<file path="config.mk">
export PLATFORM = sky130hd
export DESIGN_NAME = io_uart_tx
export DESIGN_NICKNAME = d
export VERILOG_FILES = /design/src/rtl/lib_uart.sv /design/src/rtl/uart_baud_cnt.sv /design/src/rtl/io_uart_tx.sv
export SDC_FILE = /design/constraint.sdc
export NUM_CORES = 1
export LEC_CHECK = 0
export ABC_CLOCK_PERIOD_IN_PS = 2300
export CAP_MARGIN = 15
export CORE_MARGIN = 4
export CORE_UTILIZATION = 30
export DETAILED_ROUTE_END_ITERATION = 12
export DONT_BUFFER_PORTS = 1
export SLEW_MARGIN = 0
export SYNTH_ARGS = -nofsm -noshare
export SYNTH_HDL_FRONTEND = slang
export SYNTH_SLANG_ARGS = --single-unit
</file>
<file path="constraint.sdc">
create_clock -name clk -period 2.3 [get_ports clk]
set_clock_uncertainty 0.1 [all_clocks]
set_input_delay 0.46 -clock clk [delete_from_list [all_inputs] [get_ports clk]]
set_output_delay 0.46 -clock clk [all_outputs]
set_load 0.05 [all_outputs]
</file>
<file path="src/rtl/lib_uart.sv">
// Shared UART definitions: frame geometry and the bit-level state encoding
// used by both the transmitter and the future receiver.
package lib_uart;

   localparam int UART_DATA_BITS  = 8;
   localparam int UART_FRAME_BITS = 10;

   typedef enum logic [1:0] {
      IDLE  = 2'd0,
      START = 2'd1,
      DATA  = 2'd2,
      STOP  = 2'd3
   } uart_state_e;

endpackage

</file>
<file path="src/rtl/uart_baud_cnt.sv">
// Loadable baud down-counter. It holds at zero when not reloaded.
// tick marks the last cycle of the current bit period.
module uart_baud_cnt #(
   parameter int W = 9
) (
   input  logic         clk,
   input  logic         rst_n,
   input  logic         load,
   input  logic [W-1:0] load_val,
   output logic [W-1:0] count,
   output logic         tick
);

   always_ff @(posedge clk or negedge rst_n) begin
      if (!rst_n) begin
         count <= '0;
      end else if (load) begin
         count <= load_val;
      end else if (count != '0) begin
         count <= count - 1'b1;
      end
   end

   assign tick = (count == '0);

endmodule

</file>
<file path="src/rtl/io_uart_tx.sv">
// Write-I/O UART transmitter: one holding register plus a shifter, 8N1 framing.
// w_busy reflects the holding register only, so the core can queue during a frame.
module io_uart_tx
   import lib_uart::*;
#(
   parameter int DIV = 434
) (
   input  logic       clk,
   input  logic       rst_n,
   input  logic       w_req,
   input  logic [7:0] w_data,
   output logic       w_busy,
   output logic       uart_tx
);

   localparam int CW = (DIV > 2) ? $clog2(DIV) : 1;

   generate
      if (DIV < 2) begin : g_div_check
         $error("io_uart_tx: DIV must be >= 2");
      end
   endgenerate

   uart_state_e state, state_next;
   logic [7:0]  hold, hold_next;
   logic [7:0]  shift, shift_next;
   logic [2:0]  idx, idx_next;
   logic        busy_next;
   logic        tx_next;
   logic        xfer;
   logic        load;
   logic        tick;
   logic [CW-1:0] count;

   uart_baud_cnt #(.W(CW)) u_baud (
      .clk      (clk),
      .rst_n    (rst_n),
      .load     (load),
      .load_val (CW'(DIV - 1)),
      .count    (count),
      .tick     (tick)
   );

   always_ff @(posedge clk or negedge rst_n) begin
      if (!rst_n) begin
         state   <= IDLE;
         hold    <= '0;
         shift   <= '0;
         idx     <= '0;
         w_busy  <= 1'b0;
         uart_tx <= 1'b1;
      end else begin
         state   <= state_next;
         hold    <= hold_next;
         shift   <= shift_next;
         idx     <= idx_next;
         w_busy  <= busy_next;
         uart_tx <= tx_next;
      end
   end

   always_comb begin
      state_next = state;
      hold_next  = hold;
      shift_next = shift;
      idx_next   = idx;
      busy_next  = w_busy;
      xfer       = 1'b0;
      load       = 1'b0;
      tx_next    = 1'b1;

      case (state)
         IDLE: begin
            if (w_busy) begin
               xfer       = 1'b1;
               state_next = START;
            end
         end
         START: begin
            if (tick) begin
               state_next = DATA;
               idx_next   = '0;
            end
         end
         DATA: begin
            if (tick) begin
               shift_next = shift >> 1;
               idx_next   = idx + 3'd1;
               if (idx == 3'(UART_DATA_BITS - 1)) state_next = STOP;
            end
         end
         STOP: begin
            // Refill on the stop-bit end edge keeps back-to-back frames gapless.
            if (tick) begin
               if (w_busy) begin
                  xfer       = 1'b1;
                  state_next = START;
               end else begin
                  state_next = IDLE;
               end
            end
         end
         default: state_next = IDLE;
      endcase

      load = (state_next != IDLE) && ((state == IDLE) || tick);

      // A write arriving while the holding register is being freed is dropped.
      if (xfer) begin
         shift_next = hold;
         busy_next  = 1'b0;
      end else if (w_req && !w_busy) begin
         hold_next = w_data;
         busy_next = 1'b1;
      end

      case (state_next)
         START:   tx_next = 1'b0;
         DATA:    tx_next = shift_next[0];
         default: tx_next = 1'b1;
      endcase
   end

endmodule
</file>
# Yosys cells after proc, flatten, opt, wreduce, memory -nomap -nowiden
# Index checks and enable logic that the tools add are counted.
[classes]
n_addsub = 2
eq_ne = 8
muxes = 21
bitwise_logic = 1
reduce_logical = 16
[op_table]
columns = ["op", "count"]
rows = [
  ["$mux 8", 3],
  ["$mux 9", 2],
  ["$reduce_bool 2->1", 6],
  ["$mux 2", 5],
  ["$logic_not 9->1", 1],
  ["$reduce_bool 9->1", 1],
  ["$sub 9x1->9 const B", 1],
  ["$pmux 2 s4", 1],
  ["$eq 2x2->1 const B", 3],
  ["$mux 3", 2],
  ["$pmux 3 s2", 1],
  ["$mux 1", 5],
  ["$eq 2x1->1 const B", 2],
  ["$ne 2x2->1 const B", 2],
  ["$pmux 1 s2", 2],
  ["$reduce_and 2->1", 2],
  ["$add 3x1->3 const B", 1],
  ["$eq 3x3->1 const B", 1],
  ["$reduce_and 3->1", 1],
  ["$logic_and 1x1->1", 2],
  ["$logic_not 2->1", 1],
  ["$logic_not 1->1", 1],
  ["$logic_or 1x1->1", 1],
  ["$not 1->1", 1],
]
[totals]
ff_bits = 32
input_bits = 11
word_cells = 56

# Logic depth before layout (Yosys ltp)
[logic_depth]
word_depth = 7
ltp_mapped = 9
mapped_depth_nobuf = 7

# Modules after synthesis
# A second synthesis with hierarchy kept.
[hier_totals]
hier_cells = 154
hier_area_um2 = 1709.1
[modules_own_cells]
columns = ["module", "instances", "cells_each", "area_each_um2", "seq_area_each_um2"]
rows = [
  ["io_uart_tx", 1, 97, 1174.9, 576.8],
  ["uart_baud_cnt", 1, 57, 534.3, 225.2],
]

# Least setup slack after synthesis
# Ideal clock, no wire load.
[synth_timing]
kind = "flip-flop to flip-flop"
startpoint = "register u_baud.count[0]"
endpoint = "register u_baud.count[1]"
arrival_time_ns = 1.951
required_ns = 2.099
slack_ns = 0.148
stages_incl_launch_ff = 9
n_path_buf = 1
synth_period_minus_slack_ns = 2.152
cell_sequence = "dfrtp_1 > inv_1 > ha_1 > nor4b_2 > nand2_2 > a32o_1 > buf_6 > o41a_1 > o32ai_1"
[synth_via]
elab_chain_len = 6
elab_cells_between_ends = 13
cone_classes = "1 x add/sub; 6 x mux; 6 x reduce/logical"
[synth_rtl]
columns = ["element", "line_no", "text"]
rows = [
  ["start: declaration", "uart_baud_cnt.sv:10", "output logic [W-1:0] count,"],
  ["start signal: assignment", "uart_baud_cnt.sv:18", "count <= load_val;"],
  ["start signal: assignment", "uart_baud_cnt.sv:20", "count <= count - 1'b1;"],
  ["$logic_not 9->1 (*)", "uart_baud_cnt.sv:24", "assign tick = (count == '0);"],
  ["$mux 2 (on tied branches)", "io_uart_tx.sv:94, io_uart_tx.sv:80, io_uart_tx.sv:86", ""],
  ["$pmux 2 s4 (*)", "io_uart_tx.sv:72", "case (state)"],
  ["net state_next[1]", "io_uart_tx.sv:24", "uart_state_e state, state_next;"],
  ["$reduce_bool 2->1 (*)", "io_uart_tx.sv:106", "load = (state_next != IDLE) && ((state == IDLE) || tick);"],
  ["$logic_and 1x1->1 (*)", "io_uart_tx.sv:106", ""],
  ["$mux 9 / $reduce_bool 2->1 (equally long branches)", "--", ""],
]
# The timed path passes the listed nets; every way through them passes the cells marked *. The select of a mux whose other input is x is not followed.
# A chain may end at the register's enable or synchronous reset.

# Final worst setup path
[layout_timing]
startpoint = "register u_baud.count[1]"
endpoint = "register u_baud.count[1]"
[layout_via]
elab_chain_len = 6
elab_cells_between_ends = 13
cone_classes = "1 x add/sub; 6 x mux; 6 x reduce/logical"
[layout_rtl]
columns = ["element"]
rows = [
  ["branches (longest 6 deep; another with $sub 9x1->9)"],
]
# Parallel ways; which one is timed is not known. The select of a mux whose other input is x is not followed.

==> impl_metrics.csv <==
group,metric,value,unit
status,outcome,"finished clean",
routing,vias_per_cell,5.02,
final_layout,final_cells,235,
clock_network,root_buffer,"clkbuf_8",
power,irDropWorstVdd,0.529,mV
synthesis,synth_area_per_cell,11.0,sq um
min_path,hp-start,"w_data[0]",
worst_setup_path,cp_data_required_time,2.38,ns
synthesis,ys.flop_type,"dfrtp_1",
final_layout,diodes,0,
routing,vias,1180,
timing,timing.slew.headroom,0.764,
timing,setup_slack,0.154,ns
global_route,grt_overflow,0,
clock_network,clk_pin_slew,0.07,ns
global_route,antenna_found_initial,0,
place,place.gp.congestion,0.830,
power,p_leak,0.832,nW
global_route,grt_usage,0.104,
power,power,2.53,mW
power,combPwrFrac,0.399,
worst_setup_path,cp_max_fo,7,
place,postPlaceCellArea,1780,sq um
worst_setup_path,reg2reg_from,"u_baud.count[1]",
power,power_frac_seq,0.396,
flow_run,maxCapViolCount,0,
power,sw_frac_of_total,0.378,
timing,min_period,2.15,ns
worst_setup_path,crit_chain,"inv_2 > ha_1 > nor4b_2 > buf_4 > nand2_2 > a32o_2 > o41a_1 > o32ai_2",
worst_setup_path,r2r_slack,0.15,ns
timing,period_share,0.933,
timing,rsz0062_at_grt,"no",
synthesis,ys_warn_count,0,
power,power.internal,1.57,mW
place,pre_cts_ws,0.0547,ns
worst_setup_path,path_buf_inv,2,
synthesis,syn-cell-area,1650,sq um
synthesis,yosysTopAreaCellShare,0.471,
routing,wire_per_inst,13.5,microns
timing,tightest_slew,0.351,ns
min_path,hold_end,"hold[0]",
worst_setup_path,worstSetupEndpointType,"flip-flop",
clock_network,cts_setup_buffers,0,
worst_setup_path,cp.arrival,2.22,ns
worst_setup_path,cp_top_family,"compound AO/OA/AOI/OAI gates",
global_route,grt_first_pass_wirelength,5350,microns
floorplan,die_h,82.1,microns
worst_setup_path,r2r_end,"u_baud.count[1]",
clock_network,htree_levels,2,
clock_network,cts_tree,"yes",
timing,setup_tns,0,ns
floorplan,start_util,0.316,
synthesis,synthDistinctLibCells,42,
global_route,grt_pass1_vias,1125,
clock_network,cts_buffers,5,
power,clkPwrFrac,0.205,
synthesis,postSynth.asyncResetShare,1.00,
floorplan,core_region_area,5200,sq um
final_layout,drive_above_1_share,0.261,
place,place_hpwl,2290,microns
clock_network,worstSkewPairLatency,0.28,ns
worst_setup_path,crit_type,"reg -> reg",
final_layout,fin_util,0.375,
floorplan,fp-row-count,26,
synthesis,synth-seq-cells,32,
final_layout,synthToLayoutAreaGrowth,18.6,%
synthesis,syn_inst,150,
place,io_buffers,0,
synthesis,yosysTopAreaCell,"dfrtp_1",
routing,first_iter_violations,48,
clock_network,cts_num_sinks,32,
synthesis,synth_edf_count,0,
floorplan,die-area,6730,sq um
power,power.density,1290,nW/um^2
timing,finalSetupViolCount,0,
power,switchingPower,0.953,mW
min_path,hp-class,"in -> reg",
floorplan,ios,13,
worst_setup_path,max_stage_delay,0.41,ns
routing,wl,3170,microns
final_layout,nets,183,
worst_setup_path,crit_slowest_cell,"dfrtp_1",
timing,slew_viol_final,0,
timing,max_freq,466,MHz
global_route,grt_max_degree,33,
timing,final_hold_viol_count,0,
synthesis,synthTopCellsByArea,"dfrtp_1 (47%), ha_1 (6.1%), mux2_2 (5.5%), o21ai_0 (4.6%), mux2i_1 (4.3%)",
routing,first_pass_iters,4,
worst_setup_path,reg2regPathDepth,8,
min_path,hold-path-cell-count,2,
place,dp_cells,225,
floorplan,die_w,82.1,microns
worst_setup_path,critPathLaunchType,"flip-flop",
routing,drc_errors,0,
routing,ant_nets,0,
final_layout,stdcell_area,1950,sq um
synthesis,syn-num-nets,169,
timing,timing.hold.ws,0.202,ns
synthesis,seq_area_frac_synth,0.487,
clock_network,clockBufferDepth,2,
power groups by stage:
stage	Combinational [mW]	Sequential (mW)	Clock, mW
detailed placement	0.962	1.01	0
CTS	0.989	0.995	0.541
finish	1.01	1.00	0.518
floorplan	0.750	0.987	0
global route	1.14	1.03	0.566
global placement	0.954	1.00	0
registers in the layout, indices dropped and copies added, names as in the netlist:
| register | cells |
|---|---|
| hold | 8 |
| state | 2 |
| uart_tx | 1 |
| shift | 8 |
| idx | 3 |
| w_busy | 1 |
| u_baud.count | 9 |
placed cells by master (no fill, tap or decap), types with 2 or more instances in the layout:
cell	n
nand2_1	14
clkbuf_8	5
xnor2_1	3
a32o_1	2
o21ai_0	15
ha_1	8
dfrtp_1	30
nor3_2	2
o211ai_1	2
a21oi_1	3
a31oi_1	2
mux2i_1	7
nor2b_1	3
nor2_1	8
nand3_1	2
buf_4	11
mux2_2	8
nor3_1	3
inv_1	6
layout make-up:
class                   instances  area (sq um)
multi-input cells             105           813
flip-flops and latches         32           803
clock inverters                 2          35.0
repair buffers                 13           113
inverters                       7          26.3
clock buffers                   6          72.6
well taps                      70          87.6
fillers                       511          3250
Yosys cell counts (2+ instances only):
master / instances
a21oi_1: 3
a31oi_1: 2
a32o_1: 3
clkbuf_1: 4
dfrtp_1: 31
ha_1: 8
inv_1: 7
mux2_2: 8
mux2i_1: 7
nand2_1: 14
nand3_1: 2
nor2_1: 8
nor2b_1: 3
nor3_1: 5
o211ai_1: 2
o21ai_0: 15
xnor2_1: 3
logic make-up (layout without fill, tap and decap cells):
group / Yosys count / count (layout) / share of synthesized area
adders and majority gates: 8 / 8 / 0.0608
DFF: 32 / 32 / 0.487
and+or+nand+nor: 42 / 42 / 0.144
AOI/OAI and AO/OA: 36 / 36 / 0.154
muxes: 15 / 15 / 0.0973
xor gates and xnor gates: 4 / 4 / 0.0213
buffers and inverters: 13 / 28 / 0.0350
routing by layer:
metal  part of all wire  GRT usage
met5                  0          0
met2               0.45      0.153
met1               0.48      0.139
met4              0.019     0.0465
met3              0.050     0.0329
repair_timing:
item	in CTS	in global routing
resized for setup	0	8
hold buffers	2	0
endpoints found under the hold margin	32	0
endpoints found under the setup margin	0	12
worst max-delay path by stage:
stage / start / to / slack, ns / cells after the start
floorplan: u_baud.count[0] / u_baud.count[1] / 0.15 / 8
global placement: u_baud.count[1] / idx[2] / 0.08 / 7
detailed placement: u_baud.count[1] / u_baud.count[1] / 0.05 / 7
CTS: u_baud.count[1] / u_baud.count[1] / 0.03 / 8
global route: u_baud.count[1] / u_baud.count[1] / 0.009 / 8
finish: u_baud.count[1] / u_baud.count[1] / 0.15 / 8
(Power assumes the default switching activity.)
